File: config.mk
export PLATFORM = sky130hd
export DESIGN_NAME = cdc_handshake_tx
export DESIGN_NICKNAME = d
export VERILOG_FILES = /design/src/rtl/cdc_pkg.sv /design/src/rtl/cdc_bit_sync.sv /design/src/rtl/cdc_handshake_tx.sv
export SDC_FILE = /design/constraint.sdc
export NUM_CORES = 1
export LEC_CHECK = 0
export ABC_AREA = 1
export CORE_UTILIZATION = 35
export DETAILED_ROUTE_END_ITERATION = 10
export GPL_TIMING_DRIVEN = 1
export SYNTH_ARGS = -nofsm -noshare
export SYNTH_HDL_FRONTEND = slang
export SYNTH_SLANG_ARGS = --single-unit
File: constraint.sdc
create_clock -name clk -period 1.5 [get_ports clk]
set_input_delay 0.45 -clock clk [delete_from_list [all_inputs] [get_ports clk]]
set_output_delay 0.45 -clock clk [all_outputs]
set_load 0.005 [all_outputs]
File: src/rtl/cdc_pkg.sv
// Shared definitions for the four-phase req/ack crossing: the sender FSM states
// and the default synchroniser depth, used by both the sender and the receiver.
package cdc_pkg;

  typedef enum logic [1:0] {
    IDLE     = 2'd0,
    REQ      = 2'd1,
    WAIT_LOW = 2'd2
  } state_t;

  localparam int SYNC_FF_DEFAULT = 2;

endpackage

File: src/rtl/cdc_bit_sync.sv
// Multi-flop synchroniser for a single asynchronous level; the chain clears to 0 on reset.
module cdc_bit_sync
  import cdc_pkg::*;
#(
  parameter int SYNC_FF = SYNC_FF_DEFAULT
) (
  input  logic clk,
  input  logic reset,
  input  logic d,
  output logic q
);

  logic [SYNC_FF-1:0] chain;

  always_ff @(posedge clk) begin
    if (reset) begin
      chain <= '0;
    end else begin
      chain <= {chain[SYNC_FF-2:0], d};
    end
  end

  assign q = chain[SYNC_FF-1];

endmodule

File: src/rtl/cdc_handshake_tx.sv
// Source-side sender of the four-phase req/ack handshake: captures a word, raises
// req_out, and holds the word until the synchronised acknowledge has risen and fallen.
module cdc_handshake_tx
  import cdc_pkg::*;
#(
  parameter int DATA_W      = 8,
  parameter int SYNC_FF     = SYNC_FF_DEFAULT,
  parameter int TIMEOUT_CYC = 1024,
  parameter int CNT_W       = 16
) (
  input  logic              clk,
  input  logic              reset,
  input  logic              in_valid,
  output logic              in_ready,
  input  logic [DATA_W-1:0] in_data,
  output logic              req_out,
  output logic [DATA_W-1:0] data_out,
  input  logic              ack_in,
  output logic              xfer_done,
  output logic              err_timeout
);

  localparam logic [CNT_W-1:0] TIMEOUT_VAL = CNT_W'(TIMEOUT_CYC);
  localparam bit               TIMER_EN    = (TIMEOUT_CYC != 0);

  state_t           state;
  logic             ack_s;
  logic             accept;
  logic             advance;
  logic             busy;
  logic             cnt_sat;
  logic [CNT_W-1:0] cnt;
  logic [CNT_W-1:0] cnt_inc;

  cdc_bit_sync #(
    .SYNC_FF(SYNC_FF)
  ) u_ack_sync (
    .clk  (clk),
    .reset(reset),
    .d    (ack_in),
    .q    (ack_s)
  );

  // A stale acknowledge seen in IDLE (destination not yet reset) blocks new words.
  assign in_ready = (state == IDLE) && !ack_s;
  assign accept   = in_valid && in_ready;
  assign busy     = (state != IDLE);
  assign cnt_sat  = (cnt == '1);
  assign cnt_inc  = cnt + CNT_W'(1);

  always_comb begin
    advance = 1'b0;
    case (state)
      IDLE:     advance = accept;
      REQ:      advance = ack_s;
      WAIT_LOW: advance = !ack_s;
      default:  advance = 1'b1;
    endcase
  end

  always_ff @(posedge clk) begin
    if (reset) begin
      state       <= IDLE;
      req_out     <= 1'b0;
      data_out    <= '0;
      xfer_done   <= 1'b0;
      err_timeout <= 1'b0;
      cnt         <= '0;
    end else begin
      xfer_done <= 1'b0;

      case (state)
        IDLE: begin
          if (accept) begin
            data_out <= in_data;
            req_out  <= 1'b1;
            state    <= REQ;
          end
        end
        REQ: begin
          if (ack_s) begin
            req_out <= 1'b0;
            state   <= WAIT_LOW;
          end
        end
        WAIT_LOW: begin
          if (!ack_s) begin
            xfer_done <= 1'b1;
            state     <= IDLE;
          end
        end
        default: begin
          req_out <= 1'b0;
          state   <= IDLE;
        end
      endcase

      // The timer only flags a stalled partner; the handshake keeps waiting regardless.
      if (advance) begin
        cnt <= '0;
      end else if (busy && !cnt_sat) begin
        cnt <= cnt_inc;
        if (TIMER_EN && (cnt_inc == TIMEOUT_VAL)) begin
          err_timeout <= 1'b1;
        end
      end
    end
  end

endmodule

# Word level (Yosys, flattened, before mapping)
# Cells that the tools add are included.
# W data, S select, Z words.
dict set report op_classes {
  eq_ne 7
  bitwise_logic 2
  n_mux 9
  add_sub_neg 1
  reduce_logical 13
}
# operator count
set ops {}
lappend ops {{$add A16 B1 Y16 const B} 1}
lappend ops {{$eq A16 B11 Y1 const B} 1}
lappend ops {{$eq A16 B16 Y1 const B} 1}
lappend ops {{$reduce_and A3 Y1} 3}
lappend ops {{$mux W2} 3}
lappend ops {{$pmux W1 S3} 2}
lappend ops {{$pmux W2 S3} 1}
lappend ops {{$ne A2 B2 Y1 const B} 2}
lappend ops {{$reduce_or A2 Y1} 2}
lappend ops {{$logic_and A1 B1 Y1} 3}
lappend ops {{$mux W1} 3}
lappend ops {{$eq A2 B1 Y1 const B} 1}
lappend ops {{$eq A2 B2 Y1 const B} 1}
lappend ops {{$logic_not A1 Y1} 2}
lappend ops {{$logic_not A2 Y1} 1}
lappend ops {{$ne A2 B1 Y1 const B} 1}
lappend ops {{$not A1 Y1} 2}
lappend ops {{$reduce_and A2 Y1} 1}
lappend ops {{$reduce_bool A2 Y1} 1}
dict set report word_totals {
  register_bits 31
  wordCells 39
}

# Logic depth before layout (Yosys ltp)
dict set report logic_depth {
  depth_word 6
  depth_mapped 12
  mapped_depth_nobuf 12
}

# By module
# A second synthesis with hierarchy kept.
dict set report unflattened {
  cells_unflattened 235
  area_unflattened_um2 1622.8
}
# module seq_area_each_um2 n_inst cells_each area_per_inst_um2
set by_module_without_submodules {}
lappend by_module_without_submodules {cdc_handshake_tx 580.6 1 229 1567.8}
lappend by_module_without_submodules {cdc_bit_sync 40.0 1 6 55.1}

# Least setup slack after synthesis
# Ideal clock, no wire load.
dict set report synth_timing {
  path_kind {flip-flop to flip-flop}
  from {reg cnt[0]}
  to {reg cnt[2]}
  t_arrival_ns 1.432
  path_stages_with_launch 10
  t_required_ns 1.385
  setup_ns 0.115
  path_slack_ns -0.047
  path_buffers 1
  path_cell_list {dfxtp_1 > ha_1 > nand3_2 > clkinv_2 > nand2_4 > o21bai_4 > inv_4 > buf_6 > a21oi_1 > nor2_1}
}
dict set report synth_via {
  elab_chain_cells 3
}
# element line_no
set synth_rtl {}
lappend synth_rtl {{start: declaration} cdc_handshake_tx.sv:32} ;# logic [CNT_W-1:0] cnt;
lappend synth_rtl {{start signal: assignment} cdc_handshake_tx.sv:102} ;# cnt <= cnt_inc;
lappend synth_rtl {{parallel branches: the longest is 3 deep, another holds $add A16 B1 Y16} -}
# Several ways; the timed one is not identified.
# A chain may end at the register's enable or synchronous reset.

# Final worst setup path
dict set report layout_timing {
  from {reg cnt[0]}
  to {reg cnt[12]}
}
# Same word-level chain as after synthesis.

==> results.md <==
- Post-Syn Nets: 240
- Fin util: between 50% and 60%
- Port Buffers: 23
- Crit. End Element: flop
- Area growth, synth to finish: 41.67%
- Worst-Margin Slew: roughly 0.22 ns
- Critical Path Start Type: flop
- Crit path max-delay cell type: dfxtp_4
- DP HPWL: about 2800 µm
- CP delay by family, top: flip-flops
- Final setup viols: 0
- Vias in the first global route: between 1000 and 1500
- Clock Tree Buf Depth: 2
- VDD IR max: 0.7826 mV
- Slew margin rel.: 85.09%
- Die W: 68.80 µm
- Clk_lat worst skew: 0.28 ns
- Largest net degree at the start of global routing: 14
- Req. time, crit path: roughly 1.7 ns
- Sequential area share after synthesis: 39.74%
- EDFF count, synth: 0
- Sequence of cells on the critical path: ha_4, nand3_4, clkinv_4, nand2_4, o21bai_4, nor2_1, buf_4, a211oi_1
- Top-count cell post-synth: nand2_1
- Met3 routed WL: 134 µm
- Detail Route Antenna Nets: 0
- Area contributors post-synth: dfxtp_1 40%, nand2_1 15%, a21oi_1 7.1%
- Post-synthesis cell type count: 30
- Worst-path fanout max: 6
- Vias per cell: 4.738
- Pwr Density: 831.5 mW/mm²
- Mapped cell area: 0.001561 mm²
- Routed len/inst: between 10 and 15 µm
- Post-Place Worst Slack: -0.1988 ns
- Cell taking the most area after synthesis: dfxtp_1
- Vias after detailed routing: 1573
- Number of diodes: 0
- Status: finished clean
- Setup TNS Final: 0 ns
- DRC viols: 0
- Row count: 23
- Mux share of post-synthesis cell area: 0%
- Worst-path clk slew: 0.07 ns
- Num Clock Sinks: 31
- DR iter-0 viols: 54
- Grt ovf: 0
- Top cells by count, synth: 62 x nand2_1, 31 x dfxtp_1, 29 x nor2_1
- H-Tree Level Count: 2
- Register bit total from synthesis: 31
- Syn Area/Cell: 6.879 µm²
- CP peak stage delay: 0.38 ns
- Root Buffer: clkbuf_8
- CTS tree: built
- Ys flop type: dfxtp_1
- Antenna violations before repair: 0
- Pins over their slew limit: 0
- Skew final: about 0.0066 ns
- Crit path DAT: approximately 1.7 ns
- Die ar.: ~0.0047 mm²
- Initial core utilization: 37.68%
- Final hold viol count: 0
- Post-Route WL: roughly 3700 µm
- Largest family of logic cells by synthesized area: simple AND/OR/NAND/NOR gates
- Hold_buf cts: 0
- Total track usage: 18.10%
- Core footprint: 0.004144 mm²
- Max-cap violations: 0
- Met2 Wirelength: 1842 µm
- CTS Buf Count: 5
- First-pass GRT wire length: 6175 µm
- Adder-Cell Fraction of Synth Area: 0.8013%
- Highest Clock Rate: 0.6734 GHz
- Uppermost layer routed: met4
- First-pass iteration count of the detailed router: 4
- Final WS setup: 0.01503 ns
- Worst Path Buf+Inv: 2
- Met1 WL: 1734 µm
- Leakage: 0.9720 nW
- Period Utilization, post-route: ~99%
- Layout cells sized above 1: 25.18%
- Fin crit period: 1.485 ns
- CP Class: reg2reg
- I/O pins: 24
- Simple-Gate Fraction of Synth Area: between 30% and 40%
- Synth Instances: 227
- RD Place Congestion: 0.7762
- Post-synth ARST share: 0%
- Height of the die: 68.80 µm
- Synth Area in Compound Gates: 15.95%
- Area share of the largest cell type after synthesis: just under 40%
- Nets: 294
- RSZ-0062 raised after global routing: yes
- Hold WC Path Type: reg2reg
- Xor/xnor share of the synthesized area: 0%
- Yosys warning count: 0
[cell families after synthesis]
kind of cell,count (synthesis)
flops,31
simple gates,123
buf+inv,29
fa+ha+maj,1
compound gates,43
[worst min-delay path, delay by kind of cell (launching register included)]
| family | cells | cell delay (ns) |
|---|---|---|
| AND/OR/NAND/NOR | 1 | 0.03 |
| flip-flops | 1 | 0.30 |
| buffers and inverters | 1 | 0.05 |
[sequential cells by signal, indices dropped and copies added (netlist names)]
signal	flops
req_out	1
cnt	16
state	2
xfer_done	1
err_timeout	1
data_out	8
u_ack_sync.chain	2
[metrics by stage]
stage          cell area (µm²)  power (mW)  instances  hold slack [ns]
2_1_floorplan             1575       1.072        227           0.3883
3_3_place_gp              2072       1.224        323           0.4022
3_5_place_dp              2072       1.225        323           0.4109
4_1_cts                   2181       1.862        332           0.4200
5_1_grt                   2212       1.941        332           0.4398
6_report                  2212       1.839        332           0.4166
[cell type report]
type                       instances  area (µm²)
tap                               50       62.56
timing repair buffer              53       461.7
clock buffer                       7       76.32
sequential                        31       639.4
inverter                          23       93.84
clock inverter                     1       5.005
fill                             422        1932
multi-input combinational        167       873.3
[where the power goes]
group	internal (mW)	switching, mW
Clock	0.325	0.309
Combinational	0.152	0.147
Sequential	0.868	0.0379
Total	1.35	0.494
[per-layer routing]
metal | track usage [%] | vias up
met3 | 6.086 | 2
met5 | 0 | -
met2 | 31.99 | 21
met4 | 6.378 | 0
met1 | 20.12 | 704
li1 | - | 846
[path summary, 6_finish.rpt]
| kind | startpoint | end | slack (ns) | cells past startpoint |
|---|---|---|---|---|
| max | cnt[0]$_SDFFE_PP0P_ | cnt[12]$_SDFFE_PP0P_ | 0.02 | 8 |
| min | u_ack_sync.chain[0]$_SDFF_PP0_ | u_ack_sync.chain[1]$_SDFF_PP0_ | 0.42 | 2 |
| max reg2reg | cnt[0]$_SDFFE_PP0P_ | cnt[12]$_SDFFE_PP0P_ | 0.02 | 8 |
| min reg2reg | u_ack_sync.chain[0]$_SDFF_PP0_ | u_ack_sync.chain[1]$_SDFF_PP0_ | 0.42 | 2 |
[cell usage in the layout (no fill, tap or decap), types with 2 or more instances in the layout]
master and count:
nor2_2 5, o21ai_1 7, nor2_1 23, buf_12 2
inv_1 20, nor3_1 2, nand2_2 5, nand3_1 12
nand2_1 60, clkbuf_1 2, buf_4 28, dfxtp_1 22
dfxtp_2 6, o21bai_1 3, o21ai_0 7, dlygate4sd2_1 11
clkbuf_8 5, a21oi_1 21, dfxtp_4 3, nand4_1 7
clkdlybuf4s50_1 11, nor2_4 3
[repair_timing]
| action | 4_1_cts | 5_1_grt |
|---|---|---|
| setup endpoints to repair | 27 | 26 |
| hold endpoints to repair | 0 | 0 |
| pin swaps | 2 | 2 |
| setup buffers | 1 | 0 |
| resized for setup | 26 | 19 |
Power figures use the tool's default switching activity.
